## src/rtl/axi_rd_arbiter_pkg.sv

```systemverilog
// rtl/axi_rd_arbiter_pkg.sv - state encodings and AXI field widths for the read arbiter
package axi_rd_arb_pkg;

  typedef enum logic [1:0] {
    ST_IDLE = 2'd0,
    ST_ADDR = 2'd1,
    ST_DATA = 2'd2
  } state_e;

  localparam int LEN_W   = 8;
  localparam int SIZE_W  = 3;
  localparam int BURST_W = 2;
  localparam int LOCK_W  = 2;
  localparam int CACHE_W = 4;
  localparam int PROT_W  = 3;
  localparam int QOS_W   = 4;
  localparam int RESP_W  = 2;

endpackage

```

## src/rtl/axi_rd_arbiter_if.sv

```systemverilog
// rtl/axi_rd_arbiter_if.sv - AXI4 read-only channel bundle (AR + R)
interface axi_rd_arbiter_if #(
  parameter int ID_W     = 1,
  parameter int ADDR_W   = 32,
  parameter int DATA_W   = 32,
  parameter int ARUSER_W = 1,
  parameter int RUSER_W  = 4
);
  import axi_rd_arb_pkg::*;

  logic [ID_W-1:0]     ARID;
  logic [ADDR_W-1:0]   ARADDR;
  logic [LEN_W-1:0]    ARLEN;
  logic [SIZE_W-1:0]   ARSIZE;
  logic [BURST_W-1:0]  ARBURST;
  logic [LOCK_W-1:0]   ARLOCK;
  logic [CACHE_W-1:0]  ARCACHE;
  logic [PROT_W-1:0]   ARPROT;
  logic [QOS_W-1:0]    ARQOS;
  logic [ARUSER_W-1:0] ARUSER;
  logic                ARVALID;
  logic                ARREADY;

  logic [ID_W-1:0]     RID;
  logic [DATA_W-1:0]   RDATA;
  logic [RESP_W-1:0]   RRESP;
  logic                RLAST;
  logic [RUSER_W-1:0]  RUSER;
  logic                RVALID;
  logic                RREADY;

  // Side that issues read requests (cache engine, or the arbiter toward memory).
  modport master (
    output ARID, ARADDR, ARLEN, ARSIZE, ARBURST, ARLOCK, ARCACHE, ARPROT, ARQOS, ARUSER, ARVALID,
    input  ARREADY,
    input  RID, RDATA, RRESP, RLAST, RUSER, RVALID,
    output RREADY
  );

  // Side that accepts read requests and returns data.
  modport slave (
    input  ARID, ARADDR, ARLEN, ARSIZE, ARBURST, ARLOCK, ARCACHE, ARPROT, ARQOS, ARUSER, ARVALID,
    output ARREADY,
    output RID, RDATA, RRESP, RLAST, RUSER, RVALID,
    input  RREADY
  );

endinterface

```

## src/rtl/axi_rd_arbiter_rr.sv

```systemverilog
// rtl/axi_rd_arbiter_rr.sv - two-way pick; AXI_RD_ARB_FIXED_PRIO_EN selects S1-wins fixed priority
module rr_arbiter_2 (
  input  logic [1:0] req_i,
  input  logic       last_grant_i,
  output logic       pick_o
);

`ifdef AXI_RD_ARB_FIXED_PRIO_EN
  // History is irrelevant here; data loads always beat instruction fetch.
  logic unused_last_grant;
  assign unused_last_grant = last_grant_i;

  // Fixed priority: S1 whenever it asks.
  always_comb begin
    pick_o = req_i[1];
  end
`else
  // Round-robin: a lone requester wins, a tie goes to whoever did not go last.
  always_comb begin
    pick_o = 1'b0;
    case (req_i)
      2'b01:   pick_o = 1'b0;
      2'b10:   pick_o = 1'b1;
      2'b11:   pick_o = ~last_grant_i;
      default: pick_o = 1'b0;
    endcase
  end
`endif

endmodule

```

## src/rtl/axi_rd_arbiter.sv

```systemverilog
// rtl/axi_rd_arbiter.sv - shares one AXI4 read master between ifetch (S0) and dload (S1); AXI_RD_ARB_FIXED_PRIO_EN for fixed priority
module axi_rd_arbiter
  import axi_rd_arb_pkg::*;
#(
  parameter int C_M_AXI_THREAD_ID_WIDTH = 1,
  parameter int C_M_AXI_ADDR_WIDTH      = 32,
  parameter int C_M_AXI_DATA_WIDTH      = 32,
  parameter int C_M_AXI_ARUSER_WIDTH    = 1,
  parameter int C_M_AXI_RUSER_WIDTH     = 4
) (
  input  logic       CLK,
  input  logic       RST,
  axi_rd_arbiter_if.slave  S0_AXI,
  axi_rd_arbiter_if.slave  S1_AXI,
  axi_rd_arbiter_if.master M_AXI,
  output logic [1:0] GRANT,
  output logic       BUSY
);

  // Widths are carried by the interface instances; these document the bus shape.
  localparam int unused_param_sum = C_M_AXI_THREAD_ID_WIDTH + C_M_AXI_ADDR_WIDTH +
                                    C_M_AXI_DATA_WIDTH + C_M_AXI_ARUSER_WIDTH + C_M_AXI_RUSER_WIDTH;

  state_e state_q, state_d;
  logic   grant_q, grant_d;
  logic   last_grant_q, last_grant_d;
  logic   pick;
  logic   ar_valid;
  logic   r_ready;

  rr_arbiter_2 u_pick (
    .req_i        ({S1_AXI.ARVALID, S0_AXI.ARVALID}),
    .last_grant_i (last_grant_q),
    .pick_o       (pick)
  );

  // State, owner and round-robin history; last_grant resets to S1 so S0 takes the first tie.
  always_ff @(posedge CLK or negedge RST) begin
    if (!RST) begin
      state_q      <= ST_IDLE;
      grant_q      <= 1'b0;
      last_grant_q <= 1'b1;
    end else begin
      state_q      <= state_d;
      grant_q      <= grant_d;
      last_grant_q <= last_grant_d;
    end
  end

  // Next state plus the AR/R steering toward the current owner; everything idles at zero.
  always_comb begin
    state_d      = state_q;
    grant_d      = grant_q;
    last_grant_d = last_grant_q;

    ar_valid = grant_q ? S1_AXI.ARVALID : S0_AXI.ARVALID;
    r_ready  = grant_q ? S1_AXI.RREADY  : S0_AXI.RREADY;

    M_AXI.ARID    = '0;
    M_AXI.ARADDR  = '0;
    M_AXI.ARLEN   = '0;
    M_AXI.ARSIZE  = '0;
    M_AXI.ARBURST = '0;
    M_AXI.ARLOCK  = '0;
    M_AXI.ARCACHE = '0;
    M_AXI.ARPROT  = '0;
    M_AXI.ARQOS   = '0;
    M_AXI.ARUSER  = '0;
    M_AXI.ARVALID = 1'b0;
    M_AXI.RREADY  = 1'b0;

    S0_AXI.ARREADY = 1'b0;
    S0_AXI.RID     = '0;
    S0_AXI.RDATA   = '0;
    S0_AXI.RRESP   = '0;
    S0_AXI.RLAST   = 1'b0;
    S0_AXI.RUSER   = '0;
    S0_AXI.RVALID  = 1'b0;

    S1_AXI.ARREADY = 1'b0;
    S1_AXI.RID     = '0;
    S1_AXI.RDATA   = '0;
    S1_AXI.RRESP   = '0;
    S1_AXI.RLAST   = 1'b0;
    S1_AXI.RUSER   = '0;
    S1_AXI.RVALID  = 1'b0;

    GRANT = 2'b00;
    BUSY  = (state_q != ST_IDLE);

    case (state_q)
      ST_IDLE: begin
        if (S0_AXI.ARVALID || S1_AXI.ARVALID) begin
          grant_d = pick;
          state_d = ST_ADDR;
        end
      end

      ST_ADDR: begin
        GRANT         = grant_q ? 2'b10 : 2'b01;
        // Fields pass straight through; the requester holds them stable until ARREADY.
        M_AXI.ARID    = grant_q ? S1_AXI.ARID    : S0_AXI.ARID;
        M_AXI.ARADDR  = grant_q ? S1_AXI.ARADDR  : S0_AXI.ARADDR;
        M_AXI.ARLEN   = grant_q ? S1_AXI.ARLEN   : S0_AXI.ARLEN;
        M_AXI.ARSIZE  = grant_q ? S1_AXI.ARSIZE  : S0_AXI.ARSIZE;
        M_AXI.ARBURST = grant_q ? S1_AXI.ARBURST : S0_AXI.ARBURST;
        M_AXI.ARLOCK  = grant_q ? S1_AXI.ARLOCK  : S0_AXI.ARLOCK;
        M_AXI.ARCACHE = grant_q ? S1_AXI.ARCACHE : S0_AXI.ARCACHE;
        M_AXI.ARPROT  = grant_q ? S1_AXI.ARPROT  : S0_AXI.ARPROT;
        M_AXI.ARQOS   = grant_q ? S1_AXI.ARQOS   : S0_AXI.ARQOS;
        M_AXI.ARUSER  = grant_q ? S1_AXI.ARUSER  : S0_AXI.ARUSER;
        M_AXI.ARVALID = ar_valid;
        if (grant_q) S1_AXI.ARREADY = M_AXI.ARREADY;
        else         S0_AXI.ARREADY = M_AXI.ARREADY;
        if (ar_valid && M_AXI.ARREADY) state_d = ST_DATA;
      end

      ST_DATA: begin
        GRANT        = grant_q ? 2'b10 : 2'b01;
        M_AXI.RREADY = r_ready;
        if (grant_q) begin
          S1_AXI.RID    = M_AXI.RID;
          S1_AXI.RDATA  = M_AXI.RDATA;
          S1_AXI.RRESP  = M_AXI.RRESP;
          S1_AXI.RLAST  = M_AXI.RLAST;
          S1_AXI.RUSER  = M_AXI.RUSER;
          S1_AXI.RVALID = M_AXI.RVALID;
        end else begin
          S0_AXI.RID    = M_AXI.RID;
          S0_AXI.RDATA  = M_AXI.RDATA;
          S0_AXI.RRESP  = M_AXI.RRESP;
          S0_AXI.RLAST  = M_AXI.RLAST;
          S0_AXI.RUSER  = M_AXI.RUSER;
          S0_AXI.RVALID = M_AXI.RVALID;
        end
        // Burst ends on the RLAST handshake; the next arbitration happens back in IDLE.
        if (M_AXI.RVALID && r_ready && M_AXI.RLAST) begin
          state_d      = ST_IDLE;
          last_grant_d = grant_q;
        end
      end

      default: state_d = ST_IDLE;
    endcase
  end

endmodule

```

## src/flat_wrapper.sv

```systemverilog
// flat-port wrapper written by rule: the top's interface ports become plain ports
module axi_rd_arbiter_flat import axi_rd_arb_pkg::*;
#(
  parameter int C_M_AXI_THREAD_ID_WIDTH = 1,
  parameter int C_M_AXI_ADDR_WIDTH      = 32,
  parameter int C_M_AXI_DATA_WIDTH      = 32,
  parameter int C_M_AXI_ARUSER_WIDTH    = 1,
  parameter int C_M_AXI_RUSER_WIDTH     = 4
)
  (CLK, RST, GRANT, BUSY, S0_AXI_ARID, S0_AXI_ARADDR, S0_AXI_ARLEN, S0_AXI_ARSIZE, S0_AXI_ARBURST, S0_AXI_ARLOCK, S0_AXI_ARCACHE, S0_AXI_ARPROT, S0_AXI_ARQOS, S0_AXI_ARUSER, S0_AXI_ARVALID, S0_AXI_ARREADY, S0_AXI_RID, S0_AXI_RDATA, S0_AXI_RRESP, S0_AXI_RLAST, S0_AXI_RUSER, S0_AXI_RVALID, S0_AXI_RREADY, S1_AXI_ARID, S1_AXI_ARADDR, S1_AXI_ARLEN, S1_AXI_ARSIZE, S1_AXI_ARBURST, S1_AXI_ARLOCK, S1_AXI_ARCACHE, S1_AXI_ARPROT, S1_AXI_ARQOS, S1_AXI_ARUSER, S1_AXI_ARVALID, S1_AXI_ARREADY, S1_AXI_RID, S1_AXI_RDATA, S1_AXI_RRESP, S1_AXI_RLAST, S1_AXI_RUSER, S1_AXI_RVALID, S1_AXI_RREADY, M_AXI_ARID, M_AXI_ARADDR, M_AXI_ARLEN, M_AXI_ARSIZE, M_AXI_ARBURST, M_AXI_ARLOCK, M_AXI_ARCACHE, M_AXI_ARPROT, M_AXI_ARQOS, M_AXI_ARUSER, M_AXI_ARVALID, M_AXI_ARREADY, M_AXI_RID, M_AXI_RDATA, M_AXI_RRESP, M_AXI_RLAST, M_AXI_RUSER, M_AXI_RVALID, M_AXI_RREADY);
  axi_rd_arbiter_if S0_AXI_i ();
  axi_rd_arbiter_if S1_AXI_i ();
  axi_rd_arbiter_if M_AXI_i ();
  input  logic CLK;
  input  logic RST;
  output logic [1:0] GRANT;
  output logic BUSY;
  input wire logic [$bits(S0_AXI_i.ARID)-1:0] S0_AXI_ARID;
  input wire logic [$bits(S0_AXI_i.ARADDR)-1:0] S0_AXI_ARADDR;
  input wire logic [$bits(S0_AXI_i.ARLEN)-1:0] S0_AXI_ARLEN;
  input wire logic [$bits(S0_AXI_i.ARSIZE)-1:0] S0_AXI_ARSIZE;
  input wire logic [$bits(S0_AXI_i.ARBURST)-1:0] S0_AXI_ARBURST;
  input wire logic [$bits(S0_AXI_i.ARLOCK)-1:0] S0_AXI_ARLOCK;
  input wire logic [$bits(S0_AXI_i.ARCACHE)-1:0] S0_AXI_ARCACHE;
  input wire logic [$bits(S0_AXI_i.ARPROT)-1:0] S0_AXI_ARPROT;
  input wire logic [$bits(S0_AXI_i.ARQOS)-1:0] S0_AXI_ARQOS;
  input wire logic [$bits(S0_AXI_i.ARUSER)-1:0] S0_AXI_ARUSER;
  input wire logic [$bits(S0_AXI_i.ARVALID)-1:0] S0_AXI_ARVALID;
  output wire logic [$bits(S0_AXI_i.ARREADY)-1:0] S0_AXI_ARREADY;
  output wire logic [$bits(S0_AXI_i.RID)-1:0] S0_AXI_RID;
  output wire logic [$bits(S0_AXI_i.RDATA)-1:0] S0_AXI_RDATA;
  output wire logic [$bits(S0_AXI_i.RRESP)-1:0] S0_AXI_RRESP;
  output wire logic [$bits(S0_AXI_i.RLAST)-1:0] S0_AXI_RLAST;
  output wire logic [$bits(S0_AXI_i.RUSER)-1:0] S0_AXI_RUSER;
  output wire logic [$bits(S0_AXI_i.RVALID)-1:0] S0_AXI_RVALID;
  input wire logic [$bits(S0_AXI_i.RREADY)-1:0] S0_AXI_RREADY;
  input wire logic [$bits(S1_AXI_i.ARID)-1:0] S1_AXI_ARID;
  input wire logic [$bits(S1_AXI_i.ARADDR)-1:0] S1_AXI_ARADDR;
  input wire logic [$bits(S1_AXI_i.ARLEN)-1:0] S1_AXI_ARLEN;
  input wire logic [$bits(S1_AXI_i.ARSIZE)-1:0] S1_AXI_ARSIZE;
  input wire logic [$bits(S1_AXI_i.ARBURST)-1:0] S1_AXI_ARBURST;
  input wire logic [$bits(S1_AXI_i.ARLOCK)-1:0] S1_AXI_ARLOCK;
  input wire logic [$bits(S1_AXI_i.ARCACHE)-1:0] S1_AXI_ARCACHE;
  input wire logic [$bits(S1_AXI_i.ARPROT)-1:0] S1_AXI_ARPROT;
  input wire logic [$bits(S1_AXI_i.ARQOS)-1:0] S1_AXI_ARQOS;
  input wire logic [$bits(S1_AXI_i.ARUSER)-1:0] S1_AXI_ARUSER;
  input wire logic [$bits(S1_AXI_i.ARVALID)-1:0] S1_AXI_ARVALID;
  output wire logic [$bits(S1_AXI_i.ARREADY)-1:0] S1_AXI_ARREADY;
  output wire logic [$bits(S1_AXI_i.RID)-1:0] S1_AXI_RID;
  output wire logic [$bits(S1_AXI_i.RDATA)-1:0] S1_AXI_RDATA;
  output wire logic [$bits(S1_AXI_i.RRESP)-1:0] S1_AXI_RRESP;
  output wire logic [$bits(S1_AXI_i.RLAST)-1:0] S1_AXI_RLAST;
  output wire logic [$bits(S1_AXI_i.RUSER)-1:0] S1_AXI_RUSER;
  output wire logic [$bits(S1_AXI_i.RVALID)-1:0] S1_AXI_RVALID;
  input wire logic [$bits(S1_AXI_i.RREADY)-1:0] S1_AXI_RREADY;
  output wire logic [$bits(M_AXI_i.ARID)-1:0] M_AXI_ARID;
  output wire logic [$bits(M_AXI_i.ARADDR)-1:0] M_AXI_ARADDR;
  output wire logic [$bits(M_AXI_i.ARLEN)-1:0] M_AXI_ARLEN;
  output wire logic [$bits(M_AXI_i.ARSIZE)-1:0] M_AXI_ARSIZE;
  output wire logic [$bits(M_AXI_i.ARBURST)-1:0] M_AXI_ARBURST;
  output wire logic [$bits(M_AXI_i.ARLOCK)-1:0] M_AXI_ARLOCK;
  output wire logic [$bits(M_AXI_i.ARCACHE)-1:0] M_AXI_ARCACHE;
  output wire logic [$bits(M_AXI_i.ARPROT)-1:0] M_AXI_ARPROT;
  output wire logic [$bits(M_AXI_i.ARQOS)-1:0] M_AXI_ARQOS;
  output wire logic [$bits(M_AXI_i.ARUSER)-1:0] M_AXI_ARUSER;
  output wire logic [$bits(M_AXI_i.ARVALID)-1:0] M_AXI_ARVALID;
  input wire logic [$bits(M_AXI_i.ARREADY)-1:0] M_AXI_ARREADY;
  input wire logic [$bits(M_AXI_i.RID)-1:0] M_AXI_RID;
  input wire logic [$bits(M_AXI_i.RDATA)-1:0] M_AXI_RDATA;
  input wire logic [$bits(M_AXI_i.RRESP)-1:0] M_AXI_RRESP;
  input wire logic [$bits(M_AXI_i.RLAST)-1:0] M_AXI_RLAST;
  input wire logic [$bits(M_AXI_i.RUSER)-1:0] M_AXI_RUSER;
  input wire logic [$bits(M_AXI_i.RVALID)-1:0] M_AXI_RVALID;
  output wire logic [$bits(M_AXI_i.RREADY)-1:0] M_AXI_RREADY;
  assign S0_AXI_i.ARID = S0_AXI_ARID;
  assign S0_AXI_i.ARADDR = S0_AXI_ARADDR;
  assign S0_AXI_i.ARLEN = S0_AXI_ARLEN;
  assign S0_AXI_i.ARSIZE = S0_AXI_ARSIZE;
  assign S0_AXI_i.ARBURST = S0_AXI_ARBURST;
  assign S0_AXI_i.ARLOCK = S0_AXI_ARLOCK;
  assign S0_AXI_i.ARCACHE = S0_AXI_ARCACHE;
  assign S0_AXI_i.ARPROT = S0_AXI_ARPROT;
  assign S0_AXI_i.ARQOS = S0_AXI_ARQOS;
  assign S0_AXI_i.ARUSER = S0_AXI_ARUSER;
  assign S0_AXI_i.ARVALID = S0_AXI_ARVALID;
  assign S0_AXI_ARREADY = S0_AXI_i.ARREADY;
  assign S0_AXI_RID = S0_AXI_i.RID;
  assign S0_AXI_RDATA = S0_AXI_i.RDATA;
  assign S0_AXI_RRESP = S0_AXI_i.RRESP;
  assign S0_AXI_RLAST = S0_AXI_i.RLAST;
  assign S0_AXI_RUSER = S0_AXI_i.RUSER;
  assign S0_AXI_RVALID = S0_AXI_i.RVALID;
  assign S0_AXI_i.RREADY = S0_AXI_RREADY;
  assign S1_AXI_i.ARID = S1_AXI_ARID;
  assign S1_AXI_i.ARADDR = S1_AXI_ARADDR;
  assign S1_AXI_i.ARLEN = S1_AXI_ARLEN;
  assign S1_AXI_i.ARSIZE = S1_AXI_ARSIZE;
  assign S1_AXI_i.ARBURST = S1_AXI_ARBURST;
  assign S1_AXI_i.ARLOCK = S1_AXI_ARLOCK;
  assign S1_AXI_i.ARCACHE = S1_AXI_ARCACHE;
  assign S1_AXI_i.ARPROT = S1_AXI_ARPROT;
  assign S1_AXI_i.ARQOS = S1_AXI_ARQOS;
  assign S1_AXI_i.ARUSER = S1_AXI_ARUSER;
  assign S1_AXI_i.ARVALID = S1_AXI_ARVALID;
  assign S1_AXI_ARREADY = S1_AXI_i.ARREADY;
  assign S1_AXI_RID = S1_AXI_i.RID;
  assign S1_AXI_RDATA = S1_AXI_i.RDATA;
  assign S1_AXI_RRESP = S1_AXI_i.RRESP;
  assign S1_AXI_RLAST = S1_AXI_i.RLAST;
  assign S1_AXI_RUSER = S1_AXI_i.RUSER;
  assign S1_AXI_RVALID = S1_AXI_i.RVALID;
  assign S1_AXI_i.RREADY = S1_AXI_RREADY;
  assign M_AXI_ARID = M_AXI_i.ARID;
  assign M_AXI_ARADDR = M_AXI_i.ARADDR;
  assign M_AXI_ARLEN = M_AXI_i.ARLEN;
  assign M_AXI_ARSIZE = M_AXI_i.ARSIZE;
  assign M_AXI_ARBURST = M_AXI_i.ARBURST;
  assign M_AXI_ARLOCK = M_AXI_i.ARLOCK;
  assign M_AXI_ARCACHE = M_AXI_i.ARCACHE;
  assign M_AXI_ARPROT = M_AXI_i.ARPROT;
  assign M_AXI_ARQOS = M_AXI_i.ARQOS;
  assign M_AXI_ARUSER = M_AXI_i.ARUSER;
  assign M_AXI_ARVALID = M_AXI_i.ARVALID;
  assign M_AXI_i.ARREADY = M_AXI_ARREADY;
  assign M_AXI_i.RID = M_AXI_RID;
  assign M_AXI_i.RDATA = M_AXI_RDATA;
  assign M_AXI_i.RRESP = M_AXI_RRESP;
  assign M_AXI_i.RLAST = M_AXI_RLAST;
  assign M_AXI_i.RUSER = M_AXI_RUSER;
  assign M_AXI_i.RVALID = M_AXI_RVALID;
  assign M_AXI_RREADY = M_AXI_i.RREADY;
  axi_rd_arbiter #(.C_M_AXI_THREAD_ID_WIDTH(C_M_AXI_THREAD_ID_WIDTH), .C_M_AXI_ADDR_WIDTH(C_M_AXI_ADDR_WIDTH), .C_M_AXI_DATA_WIDTH(C_M_AXI_DATA_WIDTH), .C_M_AXI_ARUSER_WIDTH(C_M_AXI_ARUSER_WIDTH), .C_M_AXI_RUSER_WIDTH(C_M_AXI_RUSER_WIDTH)) u_core (.CLK(CLK), .RST(RST), .S0_AXI(S0_AXI_i), .S1_AXI(S1_AXI_i), .M_AXI(M_AXI_i), .GRANT(GRANT), .BUSY(BUSY));
endmodule
```

## config.mk

```make
export PLATFORM = sky130hd
export DESIGN_NAME = axi_rd_arbiter_flat
export DESIGN_NICKNAME = d
export VERILOG_FILES = /design/src/rtl/axi_rd_arbiter_pkg.sv /design/src/rtl/axi_rd_arbiter_if.sv /design/src/rtl/axi_rd_arbiter_rr.sv /design/src/rtl/axi_rd_arbiter.sv /design/src/flat_wrapper.sv
export SDC_FILE = /design/constraint.sdc
export NUM_CORES = 1
export LEC_CHECK = 0
export ABC_AREA = 0
export CORE_AREA = 2 2 124 126
export DETAILED_ROUTE_END_ITERATION = 12
export DIE_AREA = 0 0 126 128
export PLACE_DENSITY = 0.51
export SLEW_MARGIN = 20
export SYNTH_ARGS = -nofsm -noshare
export SYNTH_HDL_FRONTEND = slang
export SYNTH_HIERARCHICAL = 1
export SYNTH_SLANG_ARGS = --single-unit
```

## constraint.sdc

```tcl
create_clock -name CLK -period 1.96 [get_ports CLK]
set_clock_uncertainty 0.15 [all_clocks]
set_input_delay 0.196 -clock CLK [delete_from_list [all_inputs] [get_ports CLK]]
set_output_delay 0.196 -clock CLK [all_outputs]
set_load 0.01 [all_outputs]
```

==> out/qor.yml, run 1 <==
sta:
  worstMarginPinSlew_ns: 0.2893
  slew_viol_final: 0
  rsz0062_at_grt: "true"
  report.final.setup_viol: 2
  slew_headroom_pct: 80.16
  fin_crit_ns: 1.961
  worst_slack_ns: -0.0009899
  min_period_over_period_pct: 100.1
  clock.fmax_mhz: 509.9
  finalHoldViolCount: 0
clocking:
  htree_levels: 1
  clk_latency_ns: 0.23
  holdBufCountCts: 0
  path_clk_slew_ns: 0.03
  clock_sinks: 4
  cts_tree: "built"
  cts_inserted_buffers: 3
  cts_root_buf: "clkbuf_16"
  cts_buffer_depth: 2
global_route:
  grt.overflow.total: 0
  grt_pass1_vias: 3238
  antenna_found_initial: 0
  grt_max_degree: 23
  grt_pass1_wl_microns: 18220
  grtUsageTotal_pct: 14.38
route:
  drt_iter0_drc: 63
  drt-pass1-iter-count: 4
  vias: 3179
  final_antenna_net_count: 0
  post-route-drc-count: 0
  wl_microns: 12770
  routed_via_density: 4.034
  route.detailed.wl_per_inst_microns: 16.20
flow_run:
  cap_violations: 0
worst_setup_path:
  critPathCaptureType: "output pin"
  crit_required_ns: 1.61
  crit_type: "flip-flop to output pin"
  rr_startpoint: "u_core/grant_q"
  critPathSlowestCell: "dfrtp_1"
  path_max_fanout: 5
  critPathBufInv: 4
  rrSetupSlack_ns: 0.30
  cp_cell_sequence: "buf_6 > ha_4 > nor2b_4 > buf_8 > clkbuf_16 > and2_4 > buf_6"
  critPathLaunchType: "flip-flop"
  arrival_ns: 1.61
  crit_path_max_incr_delay_ns: 0.40
  r2r_cells: 6
  crit_family: "buffers and inverters"
  crit_path_frequent_cell: "buf_6"
  r2r-end: "u_core/state_q[0]"
finish:
  multi_input_comb_area_sq_um: 1869
  n_fill_cell: 1528
  seqCellArea_sq_um: 105.1
  fin_cells: 788
  area_growth_pct: 191.0
  drive_gt1_share_pct: 37.33
  n_antenna_cell: 0
  final_nets: 772
  fin_area_sq_um: 5675
pwr:
  p_switching_mw: 2.223
  comb_power_share_pct: 90.3
  leakage_nw: 2.816
  p_int_mw: 2.989
  power.total_mw: 5.212
  p_per_area_nw_per_um2: 918.3
  p_sw_share_pct: 42.65
  pwr-share-seq_pct: 3.3
  ir_drop_uv: 335.8
  clockPowerShare_pct: 6.4
outcome:
  violations: "negative setup slack"
  outcome: "finished with violations"
floorplan:
  start_util_pct: 13.12
  chipWidth_microns: 126
  ios: 317
  dieArea_sq_um: 16130
  coreArea_sq_um: 14860
  rows: 45
  die_h_microns: 128
yosys:
  synthMostInstantiatedCell: "nor2b_1"
  synth_nets: 439
  synth_edf_count: 0
  post_synth.cell_area_avg_sq_um: 7.278
  synth_area_sq_um: 1951
  yosysSeqAreaShare_pct: 5.196
  synth-main-ff-cell: "dfrtp_1"
  synth_area_leaders: "mux2i_1 (32%), nor2b_1 (21%), and2_1 (13%)"
  async_flop_share_pct: 100.0
  synth_top_area_share_pct: 31.82
  synth_common_cells: "nor2b_1 (65), mux2i_1 (62), and2_1 (42), and3_1 (42), clkbuf_1 (19)"
  synth_top_cell_by_area: "mux2i_1"
  ys_types: 23
  ys_warn_count: 6
  synthCells: 268
  synth-seq-cells: 4
place:
  dp_hpwl_microns: 9618
  place_inst: 763
  dpl_cell_area_sq_um: 5454
  io_buffers: 316
  gp_congestion: 0.7785
hold_path:
  hp-class: "input port to async pin"
## layout make-up
type	count	area share (%)
clock buffer	4	1.389
sequential	4	1.852
inverter	3	0.1984
multi-input combinational	233	32.94
timing repair buffer	356	59.48
tap	188	4.145
## cell usage in the layout, fill, tap and decap left out, types with 5 or more instances in the layout
| cell | instances |
|---|---|
| and2_4 | 41 |
| clkbuf_16 | 6 |
| buf_12 | 7 |
| clkbuf_2 | 60 |
| buf_2 | 23 |
| and3_1 | 42 |
| dlygate4sd2_1 | 16 |
| buf_4 | 14 |
| buf_6 | 48 |
| buf_16 | 5 |
| nor2b_1 | 63 |
| clkdlybuf4s15_1 | 9 |
| mux2i_1 | 57 |
| clkdlybuf4s50_1 | 167 |
## worst max-delay path by stage
stage                                  from                to  depth (start not counted)
after floorplan           u_core/state_q[0]   S0_AXI_RDATA[0]                          6
after global placement    u_core/state_q[0]  S0_AXI_RDATA[18]                          6
after detailed placement  u_core/state_q[0]  S0_AXI_RDATA[17]                          6
after CTS                    u_core/grant_q  M_AXI_ARADDR[27]                          5
after global routing      u_core/state_q[1]   S0_AXI_RDATA[1]                          7
final                     u_core/state_q[1]   S0_AXI_RUSER[0]                          7
## registers in the layout (all words and copies together), names as in the netlist
signal               count
u_core/last_grant_q      1
u_core/state_q           2
u_core/grant_q           1
## worst register-to-register path, delay by kind of cell (launching register included)
kind            cells  cell delay [ns]
flops               1             0.52
buf+inv             2             0.31
mux                 1             0.21
compound gates      1             0.20
simple gates        2             0.19
## kinds of logic after synthesis
logic type	after synthesis	synth area share, %
compound gates	10	3.464
fa+ha+maj	3	1.925
buf+inv	31	7.441
flops	4	5.196
mux	63	32.39
simple gates	157	49.58
## power groups by stage
stage	Combinational, mW	Clock [mW]	Sequential (mW)
global route	5.08	0.351	0.182
CTS	4.77	0.341	0.170
floorplan	2.18	0	0.131
detailed placement	4.55	0	0.184
finish	4.71	0.331	0.172
global placement	4.54	0	0.183
## routing by layer
layer	part of all wire [%]	GRT usage, %
met5	0	0
met4	1.2	2.586
met3	9.3	4.007
met2	53	27.48
met1	37	15.98
## what timing repair did
item | CTS | global route
pin swaps | 1 | 26
gates resized for setup | 411 | 177
setup endpoints to repair | 149 | 124
gates cloned | 7 | 3
setup buffers | 13 | 0
## per-stage QoR
stage | worst slack (ns) | utilization [%] | TNS [ns] | hold slack (ns)
finish | -0.0009899 | 38.18 | -0.001834 | 0.04942
detailed placement | -0.09337 | 36.69 | -3.979 | 0.2911
CTS | -0.02733 | 37.37 | -0.02733 | 0.05339
global route | -0.04281 | 38.18 | -0.6511 | 0.05532
global placement | -0.07948 | 36.69 | -3.991 | 0.2753
floorplan | 0.2268 | - | 0 | -0.2496
No activity file was read; power rests on OpenSTA's default activity.
==> inputs of run 2 (changes only) <==
Settings changed: ABC_CLOCK_PERIOD_IN_PS set to 1960.
==> results of run 2 <==
No change in the layout: final DEF, timing and power equal those of run 1.
